==> src/rtl/hazard_fwd_unit_pkg.sv <==
// Shared constants for the hazard/forwarding unit: forward-select encoding and stage naming.
// The forward-select width derives from tracking depth so every consumer sizes it identically.
package hazard_fwd_unit_pkg;

   localparam int FWD_REGFILE = 0;
   localparam int STG_EX      = 1;
   localparam int STG_MEM     = 2;
   localparam int STG_WB      = 3;

   function automatic int fwd_width(input int depth);
      return $clog2(depth + 1);
   endfunction

endpackage

==> src/rtl/hazard_fwd_unit_if.sv <==
// ID-stage operand/destination info in, forwarding selects and pipeline control out.
// The master side drives decoded instruction info; the slave side is the hazard unit.
interface hazard_fwd_unit_if
   import hazard_fwd_unit_pkg::*;
#(
   parameter int REG_AW = 5,
   parameter int DEPTH  = 3,
   parameter int CNT_W  = 32
);
   logic                        id_valid;
   logic [REG_AW-1:0]           id_rs;
   logic [REG_AW-1:0]           id_rt;
   logic                        id_rs_used;
   logic                        id_rt_used;
   logic                        id_wreg;
   logic [REG_AW-1:0]           id_wdst;
   logic                        id_is_load;
   logic                        mem_freeze;
   logic                        id_flush;
   logic [fwd_width(DEPTH)-1:0] fwd_a;
   logic [fwd_width(DEPTH)-1:0] fwd_b;
   logic                        stall;
   logic                        bubble;
   logic [CNT_W-1:0]            stall_cnt;

   modport master (
      output id_valid, id_rs, id_rt, id_rs_used, id_rt_used, id_wreg, id_wdst, id_is_load,
             mem_freeze, id_flush,
      input  fwd_a, fwd_b, stall, bubble, stall_cnt
   );

   modport slave (
      input  id_valid, id_rs, id_rt, id_rs_used, id_rt_used, id_wreg, id_wdst, id_is_load,
             mem_freeze, id_flush,
      output fwd_a, fwd_b, stall, bubble, stall_cnt
   );
endinterface

==> src/rtl/hfu_src_match.sv <==
// Youngest-first search of the in-flight writer stages for one source operand.
// Purely combinational; reports whether the matching writer's result is forwardable yet.
module hfu_src_match
   import hazard_fwd_unit_pkg::*;
#(
   parameter int REG_AW     = 5,
   parameter int DEPTH      = 3,
   parameter int ALU_AVAIL  = 1,
   parameter int LOAD_AVAIL = 2,
   parameter int ZERO_REG   = 1,
   parameter int FW         = fwd_width(DEPTH)
) (
   input  logic [REG_AW-1:0]            src,
   input  logic                         used,
   input  logic [DEPTH:1]               stg_v,
   input  logic [DEPTH:1][REG_AW-1:0]   stg_wdst,
   input  logic [DEPTH:1]               stg_ld,
   output logic                         hit,
   output logic [FW-1:0]                k,
   output logic                         ready
);

   // Walk oldest to youngest so the youngest match is the last one written.
   always_comb begin
      hit   = 1'b0;
      k     = '0;
      ready = 1'b0;
      if (used && !((ZERO_REG != 0) && (src == '0))) begin
         for (int s = DEPTH; s >= 1; s--) begin
            if (stg_v[s] && (stg_wdst[s] == src)) begin
               hit   = 1'b1;
               k     = FW'(s);
               ready = (s >= (stg_ld[s] ? LOAD_AVAIL : ALU_AVAIL));
            end
         end
      end
   end

endmodule

==> src/rtl/hazard_fwd_unit.sv <==
// Tracks DEPTH in-flight register writers and derives forwarding selects, stall and bubble.
// Selects/control are combinational from ID; tracking shifts each edge unless mem_freeze holds it.
module hazard_fwd_unit
   import hazard_fwd_unit_pkg::*;
#(
   parameter int REG_AW     = 5,
   parameter int DEPTH      = 3,
   parameter int ALU_AVAIL  = 1,
   parameter int LOAD_AVAIL = 2,
   parameter int ZERO_REG   = 1,
   parameter int CNT_W      = 32
) (
   input  logic             clk,
   input  logic             rst,
   hazard_fwd_unit_if.slave bus
);

   localparam int FW = fwd_width(DEPTH);

   if (LOAD_AVAIL > DEPTH || ALU_AVAIL < 1) begin : g_param_chk
      $error("hazard_fwd_unit: LOAD_AVAIL must be <= DEPTH and ALU_AVAIL >= 1");
   end

   logic [DEPTH:1]             stg_v;
   logic [DEPTH:1][REG_AW-1:0] stg_wdst;
   logic [DEPTH:1]             stg_ld;

   logic          hit_a, hit_b, rdy_a, rdy_b;
   logic [FW-1:0] k_a, k_b;
   logic          hz, accept, wr_ok;
   logic [CNT_W-1:0] cnt_q;

   hfu_src_match #(
      .REG_AW(REG_AW), .DEPTH(DEPTH), .ALU_AVAIL(ALU_AVAIL),
      .LOAD_AVAIL(LOAD_AVAIL), .ZERO_REG(ZERO_REG), .FW(FW)
   ) u_match_a (
      .src(bus.id_rs), .used(bus.id_rs_used),
      .stg_v(stg_v), .stg_wdst(stg_wdst), .stg_ld(stg_ld),
      .hit(hit_a), .k(k_a), .ready(rdy_a)
   );

   hfu_src_match #(
      .REG_AW(REG_AW), .DEPTH(DEPTH), .ALU_AVAIL(ALU_AVAIL),
      .LOAD_AVAIL(LOAD_AVAIL), .ZERO_REG(ZERO_REG), .FW(FW)
   ) u_match_b (
      .src(bus.id_rt), .used(bus.id_rt_used),
      .stg_v(stg_v), .stg_wdst(stg_wdst), .stg_ld(stg_ld),
      .hit(hit_b), .k(k_b), .ready(rdy_b)
   );

   // A not-yet-ready youngest match blocks forwarding from any older writer.
   assign bus.fwd_a = (hit_a && rdy_a) ? k_a : FW'(FWD_REGFILE);
   assign bus.fwd_b = (hit_b && rdy_b) ? k_b : FW'(FWD_REGFILE);

   assign hz         = bus.id_valid & ~bus.id_flush & ((hit_a & ~rdy_a) | (hit_b & ~rdy_b));
   assign bus.stall  = hz | bus.mem_freeze;
   assign bus.bubble = (hz | bus.id_flush) & ~bus.mem_freeze;

   assign accept = bus.id_valid & ~hz & ~bus.id_flush;
   assign wr_ok  = bus.id_wreg & ((ZERO_REG == 0) || (bus.id_wdst != '0));

   always_ff @(posedge clk or posedge rst) begin
      if (rst) begin
         stg_v    <= '0;
         stg_wdst <= '0;
         stg_ld   <= '0;
      end else if (!bus.mem_freeze) begin
         for (int s = DEPTH; s >= 2; s--) begin
            stg_v[s]    <= stg_v[s-1];
            stg_wdst[s] <= stg_wdst[s-1];
            stg_ld[s]   <= stg_ld[s-1];
         end
         stg_v[STG_EX]    <= accept & wr_ok;
         stg_wdst[STG_EX] <= bus.id_wdst;
         stg_ld[STG_EX]   <= bus.id_is_load;
      end
   end

   always_ff @(posedge clk or posedge rst) begin
      if (rst) begin
         cnt_q <= '0;
      end else if (bus.stall && (cnt_q != {CNT_W{1'b1}})) begin
         cnt_q <= cnt_q + CNT_W'(1);
      end
   end

   assign bus.stall_cnt = cnt_q;

endmodule

==> src/flat_wrapper.sv <==
// flat-port wrapper written by rule: the top's interface ports become plain ports
module hazard_fwd_unit_flat import hazard_fwd_unit_pkg::*;
#(
   parameter int REG_AW     = 5,
   parameter int DEPTH      = 3,
   parameter int ALU_AVAIL  = 1,
   parameter int LOAD_AVAIL = 2,
   parameter int ZERO_REG   = 1,
   parameter int CNT_W      = 32
)
  (clk, rst, bus_id_valid, bus_id_rs, bus_id_rt, bus_id_rs_used, bus_id_rt_used, bus_id_wreg, bus_id_wdst, bus_id_is_load, bus_mem_freeze, bus_id_flush, bus_fwd_a, bus_fwd_b, bus_stall, bus_bubble, bus_stall_cnt);
  hazard_fwd_unit_if #(.REG_AW(REG_AW), .DEPTH(DEPTH), .CNT_W(CNT_W)) bus_i ();
  input  logic clk;
  input  logic rst;
  input wire logic [$bits(bus_i.id_valid)-1:0] bus_id_valid;
  input wire logic [$bits(bus_i.id_rs)-1:0] bus_id_rs;
  input wire logic [$bits(bus_i.id_rt)-1:0] bus_id_rt;
  input wire logic [$bits(bus_i.id_rs_used)-1:0] bus_id_rs_used;
  input wire logic [$bits(bus_i.id_rt_used)-1:0] bus_id_rt_used;
  input wire logic [$bits(bus_i.id_wreg)-1:0] bus_id_wreg;
  input wire logic [$bits(bus_i.id_wdst)-1:0] bus_id_wdst;
  input wire logic [$bits(bus_i.id_is_load)-1:0] bus_id_is_load;
  input wire logic [$bits(bus_i.mem_freeze)-1:0] bus_mem_freeze;
  input wire logic [$bits(bus_i.id_flush)-1:0] bus_id_flush;
  output wire logic [$bits(bus_i.fwd_a)-1:0] bus_fwd_a;
  output wire logic [$bits(bus_i.fwd_b)-1:0] bus_fwd_b;
  output wire logic [$bits(bus_i.stall)-1:0] bus_stall;
  output wire logic [$bits(bus_i.bubble)-1:0] bus_bubble;
  output wire logic [$bits(bus_i.stall_cnt)-1:0] bus_stall_cnt;
  assign bus_i.id_valid = bus_id_valid;
  assign bus_i.id_rs = bus_id_rs;
  assign bus_i.id_rt = bus_id_rt;
  assign bus_i.id_rs_used = bus_id_rs_used;
  assign bus_i.id_rt_used = bus_id_rt_used;
  assign bus_i.id_wreg = bus_id_wreg;
  assign bus_i.id_wdst = bus_id_wdst;
  assign bus_i.id_is_load = bus_id_is_load;
  assign bus_i.mem_freeze = bus_mem_freeze;
  assign bus_i.id_flush = bus_id_flush;
  assign bus_fwd_a = bus_i.fwd_a;
  assign bus_fwd_b = bus_i.fwd_b;
  assign bus_stall = bus_i.stall;
  assign bus_bubble = bus_i.bubble;
  assign bus_stall_cnt = bus_i.stall_cnt;
  hazard_fwd_unit #(.REG_AW(REG_AW), .DEPTH(DEPTH), .ALU_AVAIL(ALU_AVAIL), .LOAD_AVAIL(LOAD_AVAIL), .ZERO_REG(ZERO_REG), .CNT_W(CNT_W)) u_core (.clk(clk), .rst(rst), .bus(bus_i));
endmodule
==> config.mk <==
export PLATFORM = sky130hd
export DESIGN_NAME = hazard_fwd_unit_flat
export DESIGN_NICKNAME = d
export VERILOG_FILES = /design/src/rtl/hazard_fwd_unit_pkg.sv /design/src/rtl/hazard_fwd_unit_if.sv /design/src/rtl/hfu_src_match.sv /design/src/rtl/hazard_fwd_unit.sv /design/src/flat_wrapper.sv
export SDC_FILE = /design/constraint.sdc
export NUM_CORES = 1
export LEC_CHECK = 0
export CAP_MARGIN = 20
export CORE_ASPECT_RATIO = 0.5
export CORE_MARGIN = 5
export CORE_UTILIZATION = 55
export DETAILED_ROUTE_END_ITERATION = 8
export PLACE_DENSITY = 0.85
export SYNTH_ARGS = -nofsm -noshare
export SYNTH_HDL_FRONTEND = slang
export SYNTH_HIERARCHICAL = 1
export SYNTH_SLANG_ARGS = --single-unit
==> constraint.sdc <==
create_clock -name clk -period 8.01 [get_ports clk]
set_input_delay 2.403 -clock clk [delete_from_list [all_inputs] [get_ports clk]]
set_output_delay 2.403 -clock clk [all_outputs]
set_load 0.01 [all_outputs]
==> results.json <==
{
  "dieArea_um2": 6800,
  "hp-class": "register to register",
  "syn_inst": 270,
  "drv_slew": 0,
  "avgRoutedWirePerCell_um": 15.8,
  "post_cts_buffers": 0,
  "port_buffers": 61,
  "gr-usage-all-layers_pct": 19.1,
  "hold_viol": 0,
  "post-route-drc-count": 0,
  "clk_latency_ns": 0.30,
  "min_period_over_period_pct": 93.9,
  "finClkSkew_ns": 0.00941,
  "setup_viol": 0,
  "reg2reg_depth": 11,
  "slew_headroom_pct": 46.5,
  "tritoncts": "done",
  "core_area_um2": 4980,
  "gp_congestion": 0.859,
  "cts.sinks": 51,
  "initial_core_util_pct": 57.2,
  "fmax_ghz": 0.133,
  "r2r_end": "u_core/bus.stall_cnt[31]",
  "die-height_um": 60.9,
  "crit_family": "buffers and inverters",
  "worstPathMaxFanout": 6,
  "critPathKind": "input port to output port",
  "areaGrowthSynthToFinish_pct": 28.3,
  "root_buffer": "clkbuf_8",
  "clk_pin_slew_worst_paths_ns": 0.09,
  "vdd_ir_drop_max_uv": 173,
  "slowest_delay_ns": 0.52,
  "powerDensity_nw_per_um2": 181,
  "hold-path-endpoint": "u_core/bus.stall_cnt[24]",
  "ant_nets": 0,
  "status": "completed",
  "pin_count": 62,
  "placed_cell_area_um2": 3530,
  "tns_ns": 0,
  "rsz0062_at_grt": "false",
  "drt_iter0_markers": 109,
  "cts_resized": 0,
  "wl_um": 6420,
  "cp.arrival_ns": 5.12,
  "path_common_cell": "clkdlybuf4s50_1",
  "vias": 2292,
  "path_cells": "clkdlybuf4s50_1 -> xor2_1 -> nor4_1 -> and3_1 -> nor3_2 -> a211oi_2 -> nand2b_1 -> a21oi_1 -> buf_4 -> nor2_1 -> inv_1 -> clkdlybuf4s50_1",
  "fin_ws_ns": 0.489,
  "p_leak_uw": 0.00158,
  "vias_per_cell": 5.63,
  "placed_cells": 398,
  "critPathSlowestCell": "clkdlybuf4s50_1",
  "reg2reg_from": "u_core/stg_wdst[0]",
  "gr-total-overflow": 0,
  "reg2reg_slack_ns": 5.02,
  "rows": 18,
  "grt_pass1_vias": 2267,
  "netlist_area_um2": 2850,
  "clockBufferDepth": 2,
  "hold_depth": 1,
  "max_cap_violations": 0,
  "cp-end-kind": "output port",
  "min_from": "u_core/bus.stall_cnt[24]",
  "dpl.hpwl_um": 4750,
  "drive_above_1_share_pct": 13.6,
  "worst_slew_pin_slew_ns": 0.800,
  "final_area_um2": 3650,
  "startpoint_type": "input port",
  "htree_levels": 2,
  "die_w_um": 112,
  "dr.pass1.iters": 4,
  "numCtsBuffers": 5,
  "grt_max_degree": 52,
  "worstPathRequired_ns": 5.61,
  "min_period_ns": 7.52,
  "antennaDiodeCount": 0,
  "pre_cts_ws_ns": 0.504,
  "syn_nets": 295,
  "fin_cells": 407,
  "yosys_warnings": 6,
  "crit_buf_inv": 4,
  "antenna_found_initial": 0,
  "grt_first_pass_wirelength_um": 10500,
  "syn_avg_cell_area_um2": 10.5,
  "ctsHoldBuffers": 0,
  "layout.nets": 361
}
[worst reg2reg max path: stages, from the launching register on]
cell and delay (ns):
dfrtp_1 0.44, xor2_1 0.19, nor4_1 0.30, and3_2 0.29, nor3_2 0.07, nor2_1 0.16, nand2b_1 0.12, a21oi_1 0.17
buf_4 0.17, o21ai_0 0.19, nor4_1 0.40, mux2_2 0.39
[registers in the layout (all words and copies together) (netlist names)]
signal	count
u_core/stg_v	3
u_core/stg_wdst	15
u_core/bus.stall_cnt	32
u_core/stg_ld	1
[report_power, final]
group          switching (uW)  internal, uW
registers                48.9           291
logic                    64.4          95.2
clock network            82.4          78.7
[how the worst max path moves through the flow]
stage / start / endpoint / slack, ns / cells after the start
6_report: bus_id_rs[2] / bus_stall / 0.49 / 12
5_1_grt: bus_id_rt[0] / bus_stall / 0.28 / 12
4_1_cts: bus_id_rs[2] / bus_stall / 0.48 / 12
3_5_place_dp: bus_id_rs[2] / bus_stall / 0.50 / 12
3_3_place_gp: bus_id_rt[0] / bus_stall / 0.61 / 12
2_1_floorplan: bus_id_rt[2] / bus_stall / 1.63 / 8
[stage by stage]
| stage | utilization, % | hold WS [ns] | total power [uW] |
|---|---|---|---|
| final | 73.4 | 0.494 | 661 |
| after global routing | 73.4 | 0.529 | 693 |
| after CTS | 73.0 | 0.495 | 667 |
| after detailed placement | 70.9 | 0.478 | 503 |
| after global placement | 70.9 | 0.474 | 495 |
| after floorplan | - | 0.475 | 421 |
[placed cells by master (no fill, tap or decap), types with 2 or more instances in the layout]
cell             instances
clkdlybuf4s50_1         61
dfrtp_1                 51
xor2_1                  46
mux2_2                  20
nor3_1                  19
nor2_1                  15
nand2_1                 14
xnor2_1                 13
nor4_1                  12
nand4_1                 11
and3_1                   8
nand3_1                  8
clkbuf_8                 7
nand2b_1                 7
inv_1                    6
nor3b_1                  4
a21oi_1                  3
or4_1                    3
buf_4                    3
and4_1                   2
o21ai_0                  2
and3_2                   2
o21ai_2                  2
nor3_2                   2
a211oi_2                 2
[per-layer routing]
metal / up-vias / GRT usage (%) / routed length, um / part of all wire, %
met2: 74 / 34.0 / 3180 / 49
met5: - / 0 / 0 / 0
li1: 1090 / - / - / -
met1: 1116 / 23.6 / 2780 / 43
met4: 0 / 6.59 / 109 / 1.7
met3: 12 / 4.68 / 358 / 5.6
[cell type report]
| class | count | area [um^2] |
|---|---|---|
| Multi-Input combinational cell | 206 | 1510 |
| Fill cell | 363 | 1320 |
| Sequential cell | 51 | 1280 |
| Timing Repair Buffer | 65 | 653 |
| Clock buffer | 7 | 96.3 |
| Tap cell | 70 | 87.6 |
| Inverter | 7 | 26.3 |
| Clock inverter | 1 | 7.51 |
Power figures use the tool's default switching activity.
